`src/rtl/clkdom_gen.sv`:
```
// Multi-channel divided-clock generator with per-channel domain reset sequencer.
// Optional clock gating is compiled in with CLKDOM_GEN_GATE_EN.
module clkdom_gen #(
    parameter int NUM_CH   = 2,
    parameter int DIV_W    = 4,
    parameter int RST_HOLD = 1,
    parameter int DEF_HALF = 1
) (
    input  logic                      clk,
    input  logic                      rst,
    input  logic [NUM_CH*DIV_W-1:0]   half_cnt,
    input  logic [NUM_CH-1:0]         load,
    input  logic [NUM_CH-1:0]         sw_rst,
    input  logic [NUM_CH-1:0]         gate,
    output logic [NUM_CH-1:0]         cd_clk,
    output logic [NUM_CH-1:0]         cd_rise,
    output logic [NUM_CH-1:0]         cd_reset,
    output logic [NUM_CH-1:0]         cd_busy
);

    localparam logic [1:0] ST_IDLE   = 2'd0;
    localparam logic [1:0] ST_ASSERT = 2'd1;
    localparam logic [1:0] ST_HOLD   = 2'd2;

    localparam logic [DIV_W-1:0] DEF_HALF_V = DIV_W'(DEF_HALF);
    localparam logic [3:0]       HOLD_INIT  = 4'(RST_HOLD - 1);

`ifndef CLKDOM_GEN_GATE_EN
    logic [NUM_CH-1:0] gate_unused;
    assign gate_unused = gate;
`endif

    for (genvar i = 0; i < NUM_CH; i++) begin : g_ch
        logic [DIV_W-1:0] cnt;
        logic [DIV_W-1:0] act_half;
        logic [DIV_W-1:0] shd_half;
        logic             clk_q;
        logic             rise_q;
        logic             reset_q;
        logic             pending;
        logic [1:0]       state;
        logic [3:0]       hold;
        logic             run;
        logic             term;
        logic             fall_tc;
        logic             pend_now;

`ifdef CLKDOM_GEN_GATE_EN
        logic gated;

        // Gating is only entered on a falling edge so the high phase is never cut short.
        always_ff @(posedge clk or posedge rst) begin
            if (rst) begin
                gated <= 1'b0;
            end else if (gated) begin
                if (!gate[i]) begin
                    gated <= 1'b0;
                end
            end else if (fall_tc) begin
                gated <= gate[i];
            end
        end

        assign run = ~gated;
`else
        assign run = 1'b1;
`endif

        assign term     = (cnt == act_half);
        assign fall_tc  = run & term & clk_q;
        assign pend_now = pending | sw_rst[i];

        // Shadow-to-active transfer uses the pre-load shadow, so a same-edge load waits a period.
        always_ff @(posedge clk or posedge rst) begin
            if (rst) begin
                cnt      <= '0;
                act_half <= DEF_HALF_V;
                shd_half <= DEF_HALF_V;
                clk_q    <= 1'b0;
                rise_q   <= 1'b0;
            end else begin
                rise_q <= 1'b0;
                if (load[i]) begin
                    shd_half <= half_cnt[i*DIV_W +: DIV_W];
                end
                if (!run) begin
                    cnt   <= '0;
                    clk_q <= 1'b0;
                end else if (term) begin
                    cnt    <= '0;
                    clk_q  <= ~clk_q;
                    rise_q <= ~clk_q;
                    if (clk_q) begin
                        act_half <= shd_half;
                    end
                end else begin
                    cnt <= cnt + 1'b1;
                end
            end
        end

        // A request is consumed by the edge that (re)asserts cd_reset.
        always_ff @(posedge clk or posedge rst) begin
            if (rst) begin
                pending <= 1'b1;
            end else if (fall_tc && (state == ST_ASSERT || (state == ST_HOLD && pend_now))) begin
                pending <= 1'b0;
            end else if (sw_rst[i]) begin
                pending <= 1'b1;
            end
        end

        always_ff @(posedge clk or posedge rst) begin
            if (rst) begin
                state   <= ST_IDLE;
                reset_q <= 1'b0;
                hold    <= '0;
            end else if (fall_tc) begin
                case (state)
                    ST_IDLE: begin
                        if (pend_now) begin
                            state <= ST_ASSERT;
                        end
                    end
                    ST_ASSERT: begin
                        reset_q <= 1'b1;
                        hold    <= HOLD_INIT;
                        state   <= ST_HOLD;
                    end
                    ST_HOLD: begin
                        if (pend_now) begin
                            reset_q <= 1'b1;
                            hold    <= HOLD_INIT;
                        end else if (hold == 4'd0) begin
                            reset_q <= 1'b0;
                            state   <= ST_IDLE;
                        end else begin
                            hold <= hold - 1'b1;
                        end
                    end
                    default: begin
                        state   <= ST_IDLE;
                        reset_q <= 1'b0;
                    end
                endcase
            end
        end

        assign cd_clk[i]   = clk_q;
        assign cd_rise[i]  = rise_q;
        assign cd_reset[i] = reset_q;
        assign cd_busy[i]  = pending | (state != ST_IDLE);
    end

endmodule

```
`config.mk`:
```
export PLATFORM = sky130hd
export DESIGN_NAME = clkdom_gen
export DESIGN_NICKNAME = d
export VERILOG_FILES = /design/src/rtl/clkdom_gen.sv
export SDC_FILE = /design/constraint.sdc
export NUM_CORES = 1
export LEC_CHECK = 0
export ABC_AREA = 1
export ABC_CLOCK_PERIOD_IN_PS = 1500
export BUFFER_PORTS_ARGS = -buffer_cell sky130_fd_sc_hd__buf_2
export CORE_MARGIN = 3
export CORE_UTILIZATION = 53
export DETAILED_ROUTE_END_ITERATION = 12
export PLACE_DENSITY = 0.76
export SLEW_MARGIN = 15
export SYNTH_ARGS = -nofsm -noshare
export SYNTH_HDL_FRONTEND = slang
export SYNTH_SLANG_ARGS = --single-unit
```
`constraint.sdc`:
```
create_clock -name clk -period 1.5 [get_ports clk]
set_input_delay 0 -clock clk [delete_from_list [all_inputs] [get_ports clk]]
set_output_delay 0 -clock clk [all_outputs]
set_load 0.01 [all_outputs]
```
==> reports/qor_table.md <==
| Step | Item | Value |
|---|---|---|
| placement | # port buffers | 21 |
| clock network | Clock buffer count from CTS | 5 |
| synth | Synth top area share | 0.3831 |
| timing | Final worst path period share | 0.9465 |
| synth | Async SR Flop Fraction | 1.000 |
| synth | Syn nets | 341 |
| placement | DPL Wire Length | 3.112 mm |
| timing | Transition time of the tightest slew-check pin | 0.4754 ns |
| drt | Overall routed net length | 4.484 mm |
| floorplan | Effective utilization at floorplan | 0.5586 |
| clock network | Insertion delay to the later sink of the worst-skew pair | 0.30 ns |
| synth | Synthesized area per cell | 8.008 um2 |
| grt | Via count of the first global-routing pass | 1911 |
| grt | Initial antenna violation count | 0 |
| synth | Mapped Cells | 310 |
| placement | Final weighted congestion in routability-driven placement | 0.8922 |
| setup path | Top cell family by delay on the critical path | simple AND/OR/NAND/NOR gates |
| setup path | Setup Crit Path Kind | register to register |
| clock network | Clock-pin slew on the worst setup and hold paths | 0.09 ns |
| cells and area | Filler cells | 350 |
| setup path | Critical path capture point type | register |
| synth | Combined area of all synthesized cells | 2482 um2 |
| grt | Pin count of the biggest net entering global routing | 35 |
| pwr | Power density relative to cell area | 1831 nW/um2 |
| cells and area | Final #Nets | 388 |
| placement | Cell Count Post-Placement | 384 |
| timing | Final setup skew | 0.008833 ns |
| cells and area | Total inserted antenna cells | 0 |
| pwr | Power Total | 5.468 mW |
| drt | DRT iter0 DRCs | 85 |
| setup path | Cell breakdown of the critical path | inv_1 -> ha_1 -> nand2_1 -> nand2_1 -> nor2_2 -> nand3_1 -> nand2_1 -> nand2_1 |
| status | Outcome | completed |
| synth | Part of the Yosys area used for sequential elements | 0.4466 |
| pwr | Peak VDD IR | 1.068 mV |
| setup path | Largest stage delay, worst path | 0.42 ns |
| drt | Ratio of routed vias to standard cells | 4.766 |
| pwr | Leakage component of the power | 1.562 nW |
| cells and area | Share of the core filled with cells in the final layout | 0.6717 |
| drt | First-pass iteration count of the detailed router | 4 |
| synth | Number of synthesized flops with an enable pin | 0 |
| timing | Final slew viol count | 0 |
| floorplan | I/O pin count | 24 |
| cells and area | Post-Layout Cell Count | 410 |
| job | Maxcap violations | 0 |
| hold path | Path class of the lowest-slack min-delay path | primary input to register |
| floorplan | # rows | 24 |
| drt | Number of routed nets with antenna violations | 0 |
| timing | Final critical delay including setup and external delays | 1.420 ns |
| drt | Vias | 1954 |
| clock network | Clock root buffer | sky130_fd_sc_hd__clkbuf_8 |
| grt | Wire length of the first global-routing pass | 7.935 mm |
| setup path | Arrival time at the worst endpoint | 1.62 ns |
| timing | Headroom to the max-slew limit | 0.6827 |
| timing | Final Hold Vio Count | 0 |
| grt | Total gr overflow | 0 |
| setup path | Cell seen most often among critical-path stages | sky130_fd_sc_hd__nand2_1 |
| drt | DRC errors left | 0 |
| synth | Cell type with the highest aggregate area in the netlist | sky130_fd_sc_hd__dfrtp_1 |
| cells and area | Area growth, synth to finish | 20.26% |
| timing | Max Freq | 704.3 MHz |
| clock network | Maximum clock insertion buffer count | 2 |
| synth | Number of unique standard cell types used by synthesis | 23 |
| setup path | Launching element type of the critical path | register |
| clock network | TritonCTS clock tree | built |
| synth | Seq cells post-synth | 44 |
| synth | Warning count from the yosys run | 0 |
| setup path | WP buf/inv | 1 |
| clock network | TritonCTS sink count | 44 |
| setup path | Data required time of the critical path | 1.70 ns |
| grt | GRT Total Usage | 0.1866 |
| floorplan | Die Span Y | 74.44 um |
| setup path | Critical Path Fanout Max | 4 |
| drt | Routed len/inst | 10.94 um |
| cells and area | Layout cells sized above 1 | 0.2318 |
| setup path | Slowest stage cell on the critical path | sky130_fd_sc_hd__dfrtp_1 |
| floorplan | Horizontal extent of the die | 74.44 um |
| timing | Final count of negative-setup-slack endpoints | 0 |
| floorplan | Die ar. | 5541 um2 |
| floorplan | Area of the core region | 4444 um2 |
| clock network | Max H-tree Level | 2 |
| synth | Main flop type after synthesis | sky130_fd_sc_hd__dfrtp_1 |
| synth | Cell types with the largest area share after synthesis | sky130_fd_sc_hd__dfrtp_1, sky130_fd_sc_hd__nand2_1, sky130_fd_sc_hd__ha_1 |
-- cell usage after synthesis (3+ instances only) --
master	number
sky130_fd_sc_hd__o21ai_0	4
sky130_fd_sc_hd__nand3_1	23
sky130_fd_sc_hd__or2_2	3
sky130_fd_sc_hd__inv_2	7
sky130_fd_sc_hd__nor2_1	40
sky130_fd_sc_hd__o21ai_1	4
sky130_fd_sc_hd__a21oi_1	8
sky130_fd_sc_hd__ha_1	15
sky130_fd_sc_hd__inv_1	36
sky130_fd_sc_hd__nand2_1	93
sky130_fd_sc_hd__dfstp_2	6
sky130_fd_sc_hd__mux2_2	8
sky130_fd_sc_hd__buf_4	6
sky130_fd_sc_hd__xnor2_1	3
sky130_fd_sc_hd__dfrtp_1	38
sky130_fd_sc_hd__nor2_4	4
-- layer usage --
layer	share of wire	wire length, um	up-vias	track usage
met5	0	0	-	0
met4	0.015	66	0	0.06917
met3	0.036	160	6	0.04865
met2	0.48	2154	30	0.3171
met1	0.47	2102	879	0.2279
li1	-	-	1039	-
-- worst reg2reg max path, cell delays in order (launching register included) --
cell,delay (ns)
sky130_fd_sc_hd__dfrtp_1,0.42
sky130_fd_sc_hd__inv_1,0.10
sky130_fd_sc_hd__ha_1,0.24
sky130_fd_sc_hd__nand2_1,0.09
sky130_fd_sc_hd__nand2_1,0.07
sky130_fd_sc_hd__nor2_2,0.16
sky130_fd_sc_hd__nand3_1,0.11
sky130_fd_sc_hd__nand2_1,0.08
sky130_fd_sc_hd__nand2_1,0.05
-- through the flow --
step                hold slack [ns]  instance area (um2)  setup WS [ns]  setup TNS (ns)
floorplan                    0.1516                 2482        0.07212               0
global placement            0.03396                 2665         0.1043               0
detailed placement          0.04751                 2665        0.04718               0
CTS                        0.001422                 2937        0.03353               0
global route                0.01493                 2985       -0.04260         -0.1495
finish                     0.007250                 2985        0.08021               0
-- sequential cells by signal, indices dropped and copies added (netlist names), 4 cells and up --
signal         count
g_ch.act_half      8
g_ch.cnt           8
g_ch.hold          8
g_ch.shd_half      8
g_ch.state         4
-- cells in the final DEF, fill, tap and decap left out, types with 2 or more instances in the layout --
cell type,instances
sky130_fd_sc_hd__dfstp_2,6
sky130_fd_sc_hd__o21ai_0,4
sky130_fd_sc_hd__buf_4,10
sky130_fd_sc_hd__nor2_4,4
sky130_fd_sc_hd__ha_1,14
sky130_fd_sc_hd__inv_2,8
sky130_fd_sc_hd__nor2_2,6
sky130_fd_sc_hd__nor3_1,2
sky130_fd_sc_hd__xnor2_1,3
sky130_fd_sc_hd__mux2_2,8
sky130_fd_sc_hd__nand3_2,3
sky130_fd_sc_hd__nand2_2,2
sky130_fd_sc_hd__nor2_1,36
sky130_fd_sc_hd__xor2_1,2
sky130_fd_sc_hd__nand2_1,93
sky130_fd_sc_hd__dfrtp_1,38
sky130_fd_sc_hd__dlygate4sd3_1,15
sky130_fd_sc_hd__a21oi_1,8
sky130_fd_sc_hd__nand3_1,21
sky130_fd_sc_hd__inv_1,35
sky130_fd_sc_hd__buf_2,21
sky130_fd_sc_hd__clkbuf_8,6
sky130_fd_sc_hd__or2_2,3
sky130_fd_sc_hd__o21ai_1,4
-- final cells by class --
class                   count  area, um2  share of cell area
multi-input cells         215       1167              0.3910
flip-flops and latches     44       1109              0.3713
repair buffers             48      361.6              0.1211
inverters                  43      161.4             0.05407
clock buffers               6      82.58             0.02766
well taps                  52      65.06             0.02179
clock inverters             2      38.79             0.01299
-- report_power, final --
| part | leakage [nW] | internal (mW) | switching, mW | total [mW] |
|---|---|---|---|---|
| combinational | 0.958 | 1.03 | 1.48 | 2.51 |
| sequential | 0.542 | 1.62 | 0.372 | 2.00 |
| clock | 0.0614 | 0.545 | 0.420 | 0.965 |
| total | 1.56 | 3.20 | 2.27 | 5.47 |
-- path summary, 6_finish.rpt --
check                                       to           startpoint  cells past startpoint  slack, ns
setup / recovery              g_ch[1].state[1]     g_ch[1].state[0]                      8       0.08
hold / removal             g_ch[0].shd_half[3]              load[0]                      2      0.007
setup reg to reg              g_ch[1].state[1]     g_ch[1].state[0]                      8       0.08
hold reg to reg            g_ch[1].act_half[0]  g_ch[1].shd_half[0]                      2       0.47
max in group asynchronous  g_ch[0].act_half[0]                  rst                      4       0.63
min in group asynchronous      g_ch[1].reset_q                  rst                      3       0.26
-- cell families after synthesis --
| logic type | synth area share |
|---|---|
| AOI/OAI and AO/OA | 0.03226 |
| DFF | 0.4466 |
| muxes | 0.03629 |
| buffers and inverters | 0.09224 |
| xor gates and xnor gates | 0.01764 |
| and+or+nand+nor | 0.2994 |
| adders and majority gates | 0.07560 |
-- repair_timing --
item / CTS / global route
hold buffers: 15 / 0
setup buffers: 0 / 3
endpoints found under the setup margin: 0 / 15
resized for setup: 0 / 9
endpoints found under the hold margin: 20 / 0
No activity file was read; power rests on OpenSTA's default activity.
